$ cat config.mk
export PLATFORM = sky130hd
export DESIGN_NAME = sine_pwm_sequencer
export DESIGN_NICKNAME = d
export VERILOG_FILES = /design/src/rtl/sine_pwm_sequencer.sv
export SDC_FILE = /design/constraint.sdc
export NUM_CORES = 1
export LEC_CHECK = 0
export BUFFER_PORTS_ARGS = -buffer_cell sky130_fd_sc_hd__buf_2
export CORE_UTILIZATION = 56
export CTS_CLUSTER_DIAMETER = 60
export DETAILED_ROUTE_END_ITERATION = 8
export GPL_TIMING_DRIVEN = 0
export PLACE_DENSITY = 0.74
export SYNTH_ARGS = -nofsm -noshare
export SYNTH_HDL_FRONTEND = slang
export SYNTH_SLANG_ARGS = --single-unit
$ cat constraint.sdc
create_clock -name CLK -period 12.04 [get_ports CLK]
set_clock_uncertainty 0.1 [all_clocks]
set_input_delay 2.408 -clock CLK [delete_from_list [all_inputs] [get_ports CLK]]
set_output_delay 2.408 -clock CLK [all_outputs]
set_load 0.02 [all_outputs]
$ cat src/rtl/sine_pwm_sequencer.sv
// sine_pwm_sequencer
// Feeds an 8-bit PWM generator with a sine-modulated duty value.
// A prescaler produces the count enable (CE). Every 256 CE ticks form one PWM period.
// At each period boundary a phase accumulator advances by the active step.
// The next duty is then looked up in a quarter-wave sine table.
//
// Optional feature macro: SINE_PWM_AMPL_EN
//   When defined, the block adds an AMPL[7:0] input.
//   The duty is then scaled around mid-scale: D = 128 + floor((sample-128)*AMPL/256).
//
// Ports:
//   CLK        system clock (rising edge)
//   RST        synchronous active-high reset
//   EN         run request (level)
//   STEP       phase increment per PWM period
//   STEP_LD    strobe capturing STEP into the pending step register
//   STEP_ACK   one-cycle acknowledge, the cycle after STEP_LD
//   AMPL       amplitude scale (only with SINE_PWM_AMPL_EN)
//   CE         count enable to the PWM generator
//   D          registered duty to the PWM generator
//   PERIOD_END pulse with the CE that ends a 256-tick period
//   BUSY       high whenever the sequencer is not idle
module sine_pwm_sequencer #(
    parameter int unsigned PRESCALE = 4,
    parameter int unsigned PHASE_W  = 16
) (
    input  logic               CLK,
    input  logic               RST,
    input  logic               EN,
    input  logic [PHASE_W-1:0] STEP,
    input  logic               STEP_LD,
`ifdef SINE_PWM_AMPL_EN
    input  logic [7:0]         AMPL,
`endif
    output logic               STEP_ACK,
    output logic               CE,
    output logic [7:0]         D,
    output logic               PERIOD_END,
    output logic               BUSY
);

    typedef enum logic [1:0] {
        IDLE  = 2'd0,
        RUN   = 2'd1,
        DRAIN = 2'd2
    } state_t;

    localparam logic [15:0] PRE_LAST = 16'(PRESCALE - 1);

    state_t             state_r;
    logic [15:0]        presc_r;
    logic [7:0]         tick_r;
    logic [PHASE_W-1:0] phase_r;
    logic [PHASE_W-1:0] step_active_r;
    logic [PHASE_W-1:0] step_pending_r;
    logic [7:0]         d_r;
    logic               ack_r;

    logic               ce_s;
    logic               pe_s;
    logic [PHASE_W-1:0] phase_next_s;
    logic [7:0]         duty_next_s;

    // T[k] = round(127*sin(pi*k/128)), k = 0..64
    function automatic logic [6:0] quarter_sine(input logic [6:0] k);
        logic [6:0] t;
        case (k)
            7'd0:  t = 7'd0;   7'd1:  t = 7'd3;   7'd2:  t = 7'd6;   7'd3:  t = 7'd9;
            7'd4:  t = 7'd12;  7'd5:  t = 7'd16;  7'd6:  t = 7'd19;  7'd7:  t = 7'd22;
            7'd8:  t = 7'd25;  7'd9:  t = 7'd28;  7'd10: t = 7'd31;  7'd11: t = 7'd34;
            7'd12: t = 7'd37;  7'd13: t = 7'd40;  7'd14: t = 7'd43;  7'd15: t = 7'd46;
            7'd16: t = 7'd49;  7'd17: t = 7'd51;  7'd18: t = 7'd54;  7'd19: t = 7'd57;
            7'd20: t = 7'd60;  7'd21: t = 7'd63;  7'd22: t = 7'd65;  7'd23: t = 7'd68;
            7'd24: t = 7'd71;  7'd25: t = 7'd73;  7'd26: t = 7'd76;  7'd27: t = 7'd78;
            7'd28: t = 7'd81;  7'd29: t = 7'd83;  7'd30: t = 7'd85;  7'd31: t = 7'd88;
            7'd32: t = 7'd90;  7'd33: t = 7'd92;  7'd34: t = 7'd94;  7'd35: t = 7'd96;
            7'd36: t = 7'd98;  7'd37: t = 7'd100; 7'd38: t = 7'd102; 7'd39: t = 7'd104;
            7'd40: t = 7'd106; 7'd41: t = 7'd107; 7'd42: t = 7'd109; 7'd43: t = 7'd111;
            7'd44: t = 7'd112; 7'd45: t = 7'd113; 7'd46: t = 7'd115; 7'd47: t = 7'd116;
            7'd48: t = 7'd117; 7'd49: t = 7'd118; 7'd50: t = 7'd120; 7'd51: t = 7'd121;
            7'd52: t = 7'd122; 7'd53: t = 7'd122; 7'd54: t = 7'd123; 7'd55: t = 7'd124;
            7'd56: t = 7'd125; 7'd57: t = 7'd125; 7'd58: t = 7'd126; 7'd59: t = 7'd126;
            7'd60: t = 7'd126; 7'd61: t = 7'd127; 7'd62: t = 7'd127; 7'd63: t = 7'd127;
            7'd64: t = 7'd127;
            default: t = 7'd0;
        endcase
        return t;
    endfunction

    // Odd quadrants mirror the table index; the upper half of the wave is negated around 128.
    function automatic logic [7:0] sine_sample(input logic [7:0] p);
        logic [6:0] idx;
        logic [6:0] t;
        idx = p[6] ? (7'd64 - {1'b0, p[5:0]}) : {1'b0, p[5:0]};
        t   = quarter_sine(idx);
        return p[7] ? (8'd128 - {1'b0, t}) : (8'd128 + {1'b0, t});
    endfunction

`ifdef SINE_PWM_AMPL_EN
    // Scale the deviation from mid-scale; the arithmetic shift floors toward minus infinity.
    function automatic logic [7:0] scale_duty(input logic [7:0] s, input logic [7:0] a);
        logic signed [8:0]  dev;
        logic signed [17:0] prod;
        logic signed [17:0] res;
        dev  = $signed({1'b0, s}) - 9'sd128;
        prod = 18'(dev) * 18'($signed({1'b0, a}));
        res  = 18'sd128 + (prod >>> 8);
        return res[7:0];
    endfunction
`endif

    assign ce_s         = (state_r != IDLE) && (presc_r == PRE_LAST);
    assign pe_s         = ce_s && (tick_r == 8'hFF);
    assign phase_next_s = phase_r + step_active_r;

    assign CE         = ce_s;
    assign PERIOD_END = pe_s;
    assign BUSY       = (state_r != IDLE);
    assign D          = d_r;
    assign STEP_ACK   = ack_r;

    // Duty for the next period, taken from the advanced phase.
    always_comb begin
        duty_next_s = sine_sample(phase_next_s[PHASE_W-1 -: 8]);
`ifdef SINE_PWM_AMPL_EN
        duty_next_s = scale_duty(duty_next_s, AMPL);
`endif
    end

    // Sequencer FSM with prescaler, tick counter, phase accumulator and step handshake.
    always_ff @(posedge CLK) begin
        if (RST) begin
            state_r        <= IDLE;
            presc_r        <= 16'd0;
            tick_r         <= 8'd0;
            phase_r        <= '0;
            step_active_r  <= '0;
            step_pending_r <= '0;
            d_r            <= 8'd0;
            ack_r          <= 1'b0;
        end else begin
            ack_r <= STEP_LD;
            if (STEP_LD) begin
                step_pending_r <= STEP;
            end
            case (state_r)
                IDLE: begin
                    step_active_r <= step_pending_r;
                    if (EN) begin
                        state_r <= RUN;
                        presc_r <= 16'd0;
                        tick_r  <= 8'd0;
                        phase_r <= '0;
                        d_r     <= 8'd128;
                    end
                end
                RUN, DRAIN: begin
                    presc_r <= (presc_r == PRE_LAST) ? 16'd0 : presc_r + 16'd1;
                    if (ce_s) begin
                        tick_r <= tick_r + 8'd1;
                    end
                    if (state_r == RUN) begin
                        // Boundary in RUN uses the old active step; a same-edge load waits one more period.
                        if (pe_s) begin
                            phase_r       <= phase_next_s;
                            d_r           <= duty_next_s;
                            step_active_r <= step_pending_r;
                        end
                        state_r <= EN ? RUN : DRAIN;
                    end else if (pe_s) begin
                        state_r <= IDLE;
                        d_r     <= 8'd0;
                    end else if (EN) begin
                        state_r <= RUN;
                    end
                end
                default: begin
                    state_r <= IDLE;
                    d_r     <= 8'd0;
                end
            endcase
        end
    end

endmodule
# Word-level counts from Yosys, hierarchy flattened
# Memories as Yosys holds them, arrays and structs flattened.
# Cells that the tools add are included.
[op_classes]
eq_ne = 8
addsub = 6
n_mux = 24
n_reduce_logical = 11
[op_table]
columns = ["op", "count"]
rows = [
  ["2-to-1 mux 16 bit", 6],
  ["case mux 16 bit (2 select lines)", 3],
  ["2-to-1 mux 8 bit", 7],
  ["case mux 8 bit (2 select lines)", 2],
  ["adder 16 x 1 -> 16 bit (second input constant)", 1],
  ["adder 16 bit", 1],
  ["equality test 16 x 2 -> 1 bit (second input constant)", 1],
  ["adder 8 x 1 -> 8 bit (second input constant)", 1],
  ["adder 8 x 7 -> 8 bit (first input constant)", 1],
  ["equality test 8 bit (second input constant)", 1],
  ["2-to-1 mux 2 bit", 4],
  ["!= test 2 bit (second input constant)", 4],
  ["subtractor 8 x 7 -> 8 bit (first input constant)", 1],
  ["2-to-1 mux 7 bit", 1],
  ["subtractor 7 x 6 -> 7 bit (first input constant)", 1],
  ["AND reduction 3 bit", 2],
  ["case mux 2 bit (2 select lines)", 1],
  ["AND reduction 2 bit", 2],
  ["AND reduction 4 bit", 1],
  ["nonzero test 2 bit", 2],
  ["equality test 2 x 1 -> 1 bit (second input constant)", 1],
  ["equality test 2 bit (second input constant)", 1],
  ["logical AND 1 bit", 2],
  ["logical NOT 2 bit", 1],
  ["OR reduction 2 bit", 1],
]
[totals]
romBits = 896
n_memories = 1
word_cells = 58
output_inout_bits = 12
ff_bits = 83
input_bits = 20
[mem_list]
columns = ["name", "depth", "word_bits", "rd", "rd_clocked_by_memory_dff", "wr", "line", "rtl"]
rows = [
  ["(no name shown)", 128, 7, 1, 0, 0, "67", "case (k)"],
]

# Longest topological paths before layout
# Gate-level depths: netlist of the first run.
# An unclocked memory read counts as a cell.
[logic_depth]
word_depth = 9
mapped_depth = 21
mapped_depth_nobuf = 20

# Least setup slack after synthesis of the first run
# No wires, ideal clock.
[synth_timing]
path_type = "register to register"
startpoint = "register phase_r[0]"
endpoint = "register d_r[6] (netlist: D[6])"
path_slack_ns = 7.233
arrival_time_ns = 4.644
synth_period_minus_slack_ns = 4.807
setup_ns = 0.062
t_required_ns = 11.878
stages_incl_launch_ff = 21
cell_sequence = "dfxtp_1 > ha_1 > fa_1 > a21o_1 > a221oi_4 > o21ai_2 > xnor2_4 > ha_1 > clkbuf_1 > inv_1 > a21o_1 > a21oi_4 > or3_1 > nand2_1 > or3_1 > a41oi_2 > or2_2 > ha_1 > o221ai_1 > or3_1 > nand3_1"
[synth_via]
elab_chain_cells = 9
[synth_rtl]
columns = ["element", "line", "rtl"]
rows = [
  ["start, declared", "53", "logic [PHASE_W-1:0] phase_r;"],
  ["start signal, assigned", "165", "phase_r <= phase_next_s;"],
  ["adder 16 bit (*)", "114", "assign phase_next_s = phase_r + step_active_r;"],
  ["subtractor 7 x 6 -> 7 bit", "94", "idx = p[6] ? (7'd64 - {1'b0, p[5:0]}) : {1'b0, p[5:0]};"],
  ["2-to-1 mux 7 bit", "94", ""],
  ["memory read (128 x 7 bit)", "--", ""],
  ["adder 8 x 7 -> 8 bit / subtractor 8 x 7 -> 8 bit (equally long branches)", "96", "return p[7] ? (8'd128 - {1'b0, t}) : (8'd128 + {1'b0, t});"],
  ["2-to-1 mux 8 bit (*)", "96", ""],
  ["2-to-1 mux 8 bit (*)", "164", "if (pe_s) begin"],
  ["2-to-1 mux 8 bit (*)", "162", "if (state_r == RUN) begin"],
  ["case mux 8 bit (2 select lines) (*)", "146", "case (state_r)"],
  ["end signal, assigned", "166", "d_r <= duty_next_s;"],
  ["end, declared", "56", "logic [7:0] d_r;"],
]
# Every way passes the cells marked *; elsewhere a longest branch is shown, timed or not. The select of a mux whose other input is x is not followed.
# A chain may end at the register's enable or synchronous reset.

# Worst setup path after layout of the first run
[layout_timing]
startpoint = "register phase_r[4]"
endpoint = "register d_r[6] (netlist: D[6])"
# The elaborated chain is that of the path after synthesis.

==> flow_metrics.py, run 1 <==
metrics = {
    "clocking": {
        "clock_sinks": 83,
        "clockBufferDepth": 2,
        "ctsHoldBuffers": 0,
        "htreeDepth": 3,
        "clkLatencyLatePin_ns": 0.36,
        "path_clk_slew_ns": 0.09,
        "cts_buffers": 9,
        "postCtsSetupBuffers": 0,
        "clock-root-buffer": "clkbuf_8",
        "cts_tree": "built",
        "ctsResizeCount": 0,
    },
    "drt": {
        "ant_nets": 0,
        "drtPass1Iterations": 5,
        "wl_mm": 13.9,
        "drc_errors": 0,
        "initialDrtViolationCount": 283,
        "wl_per_cell_um": 16.1,
        "post_drt_via_cell_ratio": 6.08,
        "via_count": 5251,
    },
    "worst_setup_path": {
        "critPathMaxFanout": 10,
        "arrival_ns": 6.21,
        "worst-setup-path-type": "flop to flop",
        "endpoint_kind": "flop",
        "cp.required_ns": 12.24,
        "start_kind": "flop",
    },
    "synth": {
        "synth_top_area_cell": "dfxtp_1",
        "yosys.cell_count.top_type": "dfxtp_1",
        "synthesis.nets": 733,
        "ys.flop_type": "dfxtp_1",
        "ys_seq_area_frac": 0.297,
        "ys_types": 88,
        "synthTopCellsByCount": "dfxtp_1 (83), nor2_1 (78), nand2_1 (62)",
        "syn_inst": 685,
        "async_reset_ff_frac": 0,
        "synth_area_per_cell_um2": 8.17,
        "synth_edf_count": 0,
        "yosys_warnings": 0,
        "yosys.area.top_type_share": 0.297,
        "synth-seq-cells": 83,
        "synthTopCellsByArea": "dfxtp_1 (30%), mux2i_1 (6.1%), ha_1 (6.0%)",
        "synth_area_mm2": 0.00560,
    },
    "global_route": {
        "grt_pass1_wl_mm": 22.8,
        "grt_max_degree": 17,
        "grt_pass1_vias": 4737,
        "grt.overflow.total": 0,
        "antenna_found_initial": 0,
        "grt_use_total": 0.275,
    },
    "floorplan": {
        "fp.coreArea_mm2": 0.00973,
        "rows": 36,
        "die_area_mm2": 0.0104,
        "die_w_um": 102,
        "start_util": 0.575,
        "num_io_pins": 32,
        "dieHeight_um": 102,
    },
    "sta": {
        "rsz0062_at_grt": "no",
        "finalCritPeriodShare": 0.499,
        "setup_ws_ns": 6.03,
        "timing.setup.tns_ns": 0,
        "fmax_mhz": 166,
        "tightest_slew_ns": 1.02,
        "max_slew_margin": 0.315,
        "finalSetupViolations": 0,
        "slew_viol_final": 0,
        "final.min_clock_period_ns": 6.01,
        "hold_viol": 0,
    },
    "power": {
        "power.leakage_uw": 0.00243,
        "vdd_drop_max_mv": 0.113,
        "power_density_mw_per_mm2": 108,
    },
    "place": {
        "postPlaceCellArea_mm2": 0.00592,
        "hpwl_mm": 10.6,
        "io_buffers": 30,
        "globalplace.congestion": 0.926,
        "preCtsSetupSlack_ns": 6.18,
        "dp.cells": 848,
    },
    "cells_and_area": {
        "area_delta_synth_final_pct": 9.32,
        "stdcell_count": 864,
        "diodes": 0,
        "nNetsFinal": 774,
        "drive_gt1_frac": 0.130,
        "fin_util": 0.629,
        "design_area_mm2": 0.00612,
        "nFillCells": 874,
    },
    "outcome": {
        "outcome": "finished clean",
    },
    "worst_hold_path": {
        "min_path_type": "flop to flop",
    },
    "flow_run": {
        "cap_violations": 0,
    },
}
final timing paths:
kind | from | endpoint | slack (ns) | cells after the start
worst min register to register | phase_r[12] | phase_r[12] | 0.36 | 2
worst max register to register | phase_r[4] | D[6] | 6.03 | 21
worst min-delay path | phase_r[12] | phase_r[12] | 0.36 | 2
worst max-delay path | phase_r[4] | D[6] | 6.03 | 21
kinds of logic after synthesis:
group                    share of synthesized area
multiplexers                                0.0648
XOR/XNOR                                    0.0550
AND/OR/NAND/NOR                              0.229
buffers and inverters                       0.0351
flip-flops                                   0.297
AO/OA/AOI/OAI                                0.256
adder cells (fa/ha/maj)                     0.0639
worst max-delay path, stage by stage, from the launching register on:
cell and delay, ns:
dfxtp_1 0.33, ha_1 0.36, a21o_1 0.24, a31oi_1 0.31
and2_1 0.25, o21ai_0 0.12, xor2_1 0.47, inv_1 0.26
ha_1 0.25, clkbuf_1 0.23, inv_1 0.24, a21o_1 0.30
a21oi_4 0.10, nor3_1 0.49, nor2_1 0.31, a211o_1 0.35
a41oi_2 0.24, or2_2 0.16, ha_1 0.18, o221ai_1 0.19
or3_1 0.38, nand3_1 0.08
sequential cells by signal (all words and copies together) (netlist names):
signal / count
STEP_ACK: 1
step_pending_r: 16
step_active_r: 16
phase_r: 16
presc_r: 16
state_r: 2
D: 8
tick_r: 8
per-layer routing:
metal / wire (um) / vias up / global-route usage
met4: 310 / 0 / 0.0967
met2: 6480 / 147 / 0.451
met5: 0 / - / 0
met1: 6510 / 2444 / 0.363
li1: - / 2622 / -
met3: 641 / 38 / 0.0513
placed cells by master, fill, tap and decap left out, types with 7 or more instances in the layout:
master,instances
o21a_1,7
nand3_1,31
clkbuf_1,19
dfxtp_1,83
clkbuf_8,9
xor2_1,18
nor3_1,17
nor4_1,7
nor2_1,78
o21ai_0,30
a21oi_1,54
inv_1,13
buf_2,37
nand2_1,62
xnor2_1,14
o21ai_1,8
a21o_1,9
mux2i_1,34
and3_1,8
nand4_1,12
ha_1,27
or3_1,13
cell type report:
| class | instances | area (um2) | share of cell area |
|---|---|---|---|
| Inverter | 15 | 56.3 | 0.00920 |
| Clock inverter | 7 | 81.3 | 0.0133 |
| Clock buffer | 9 | 124 | 0.0202 |
| Buffer | 31 | 140 | 0.0229 |
| Tap cell | 133 | 166 | 0.0272 |
| Timing Repair Buffer | 30 | 150 | 0.0245 |
| Multi-Input combinational cell | 556 | 3740 | 0.611 |
| Sequential cell | 83 | 1660 | 0.271 |
stage by stage:
step           power, uW  hold WS [ns]
2_1_floorplan        416         0.336
3_3_place_gp         453         0.344
3_5_place_dp         456         0.351
4_1_cts              664         0.364
5_1_grt              697         0.383
6_report             663         0.364
report_power, final:
part | internal, uW | leakage (uW) | switching [uW] | total [uW]
Sequential | 283 | 0.000674 | 5.81 | 289
Clock | 99.5 | 0.000107 | 110 | 210
Combinational | 58.7 | 0.00165 | 105 | 164
Total | 441 | 0.00243 | 221 | 663
Power figures use the tool's default switching activity.
==> run 2: changes to the inputs <==
clock period = 5.6 ns   (was 12.04 ns; I/O delays follow)
==> run 2 against run 1 <==
  * Sequential power is 110% higher
  * Register-to-register slack worse by 5.8 ns
  * Fmax rose by 13%
  * Combinational power is 120% higher
  * Sequential share of layout area fell by 0.14 points
  * Core utilization is 0.33 points higher
  * Wire length grew 0.62%
  * Global-route usage about the same
  * Sequential cell count unchanged
  * Die area stayed put
  * Highest routed layer unchanged
==> flow_metrics.py, run 2 (synthesis gave the netlist of run 1 again) <==
metrics = {
    "cells_and_area": {
        "diodes": 0,
        "multi_input_area_mm2": 0.00378,
        "seqCellArea_mm2": 0.00166,
        "final_cell_mix": "dfxtp_1 (83), nor2_1 (77), nand2_1 (61)",
        "drive_gt1_frac": 0.140,
        "nNetsFinal": 773,
        "area_delta_synth_final_pct": 9.90,
        "nFillCells": 870,
        "stdcell_count": 863,
        "design_area_mm2": 0.00615,
        "final_common_cell": "dfxtp_1",
        "fin_util": 0.632,
    },
    "clocking": {
        "cts_tree": "built",
        "clock-root-buffer": "clkbuf_8",
        "clkLatencyLatePin_ns": 0.36,
        "path_clk_slew_ns": 0.09,
        "clock_sinks": 83,
        "htreeDepth": 3,
        "postCtsSetupBuffers": 0,
        "cts_buffers": 9,
        "ctsHoldBuffers": 0,
        "ctsResizeCount": 3,
        "clockBufferDepth": 2,
    },
    "worst_setup_path": {
        "cp.required_ns": 5.79,
        "endpoint_kind": "flop",
        "worst-setup-path-type": "flop to flop",
        "start_kind": "flop",
        "arrival_ns": 5.53,
        "critPathMaxFanout": 10,
    },
    "floorplan": {
        "die_w_um": 102,
        "num_io_pins": 32,
        "die_area_mm2": 0.0104,
        "fp.coreArea_mm2": 0.00973,
        "start_util": 0.575,
        "dieHeight_um": 102,
        "rows": 36,
    },
    "drt": {
        "post_drt_via_cell_ratio": 6.15,
        "ant_nets": 0,
        "initialDrtViolationCount": 322,
        "wl_per_cell_um": 16.3,
        "drc_errors": 0,
        "drtPass1Iterations": 4,
        "via_count": 5311,
        "wl_mm": 14.0,
    },
    "global_route": {
        "grt_max_degree": 17,
        "antenna_found_initial": 0,
        "grt_pass1_wl_mm": 22.8,
        "grt_use_total": 0.276,
        "grt_pass1_vias": 4736,
        "grt.overflow.total": 0,
    },
    "worst_hold_path": {
        "min_path_type": "flop to flop",
    },
    "sta": {
        "max_slew_margin": 0.319,
        "slew_viol_final": 0,
        "hold_viol": 0,
        "rsz0062_at_grt": "no",
        "setup_ws_ns": 0.268,
        "final.min_clock_period_ns": 5.33,
        "tightest_slew_ns": 1.01,
        "finalCritPeriodShare": 0.952,
        "finalSetupViolations": 0,
        "fmax_mhz": 188,
    },
    "power": {
        "power_density_mw_per_mm2": 232,
        "power_uw": 1430,
        "power.leakage_uw": 0.00243,
        "vdd_drop_max_mv": 0.241,
    },
    "place": {
        "dp.cells": 848,
        "globalplace.congestion": 0.926,
        "io_buffers": 30,
        "preCtsSetupSlack_ns": -0.261,
        "postPlaceCellArea_mm2": 0.00592,
        "hpwl_mm": 10.6,
    },
    "flow_run": {
        "cap_violations": 0,
    },
    "outcome": {
        "outcome": "finished clean",
    },
}
==> run 2: cell count changes in the layout (fill, tap and decap cells not counted), sizes merged <==
cell,before,now
clkbuf,28,27
==> run 2: layout make-up <==
cell class,instances,area share
Multi-Input combinational cell,556,0.614
Sequential cell,83,0.270
Tap cell,133,0.0270
Timing Repair Buffer,30,0.0244
Buffer,30,0.0222
Clock buffer,9,0.0201
Clock inverter,7,0.0132
Inverter,15,0.00915
==> run 2: worst max-delay path, cell delays in order (launching register included) <==
cell	delay (ns)
dfxtp_1	0.32
ha_1	0.22
fa_1	0.41
a21o_1	0.25
a221oi_4	0.44
o21ai_2	0.17
xnor2_4	0.37
ha_4	0.28
inv_1	0.13
a21o_2	0.28
a21oi_4	0.25
or3_1	0.21
nand2_2	0.19
or3_1	0.41
a41oi_2	0.21
or2_2	0.16
ha_1	0.18
o221ai_1	0.19
or3_1	0.38
nand3_1	0.08
==> run 2: stage by stage <==
step / hold slack (ns) / TNS (ns)
floorplan: 0.336 / 0
global placement: 0.344 / -0.427
detailed placement: 0.351 / -0.957
CTS: 0.364 / 0
global route: 0.383 / 0
finish: 0.364 / 0
==> run 2: final timing paths <==
check                   start           to  slack (ns)  cells after the start
setup / recovery   phase_r[0]         D[6]        0.27                     19
hold / removal    phase_r[12]  phase_r[12]        0.36                      2
setup reg to reg   phase_r[0]         D[6]        0.27                     19
hold reg to reg   phase_r[12]  phase_r[12]        0.36                      2
==> run 2: routing by layer <==
| metal | global-route usage | part of all wire |
|---|---|---|
| met1 | 0.363 | 0.46 |
| met2 | 0.454 | 0.47 |
| met3 | 0.0513 | 0.053 |
| met5 | 0 | 0 |
| met4 | 0.0934 | 0.018 |
==> run 2: power breakdown <==
part	switching, uW	leakage, uW	total (uW)	internal [uW]
clock network	235	0.000107	449	214
logic	228	0.00165	357	129
registers	12.6	0.000674	621	609
total	476	0.00243	1430	951
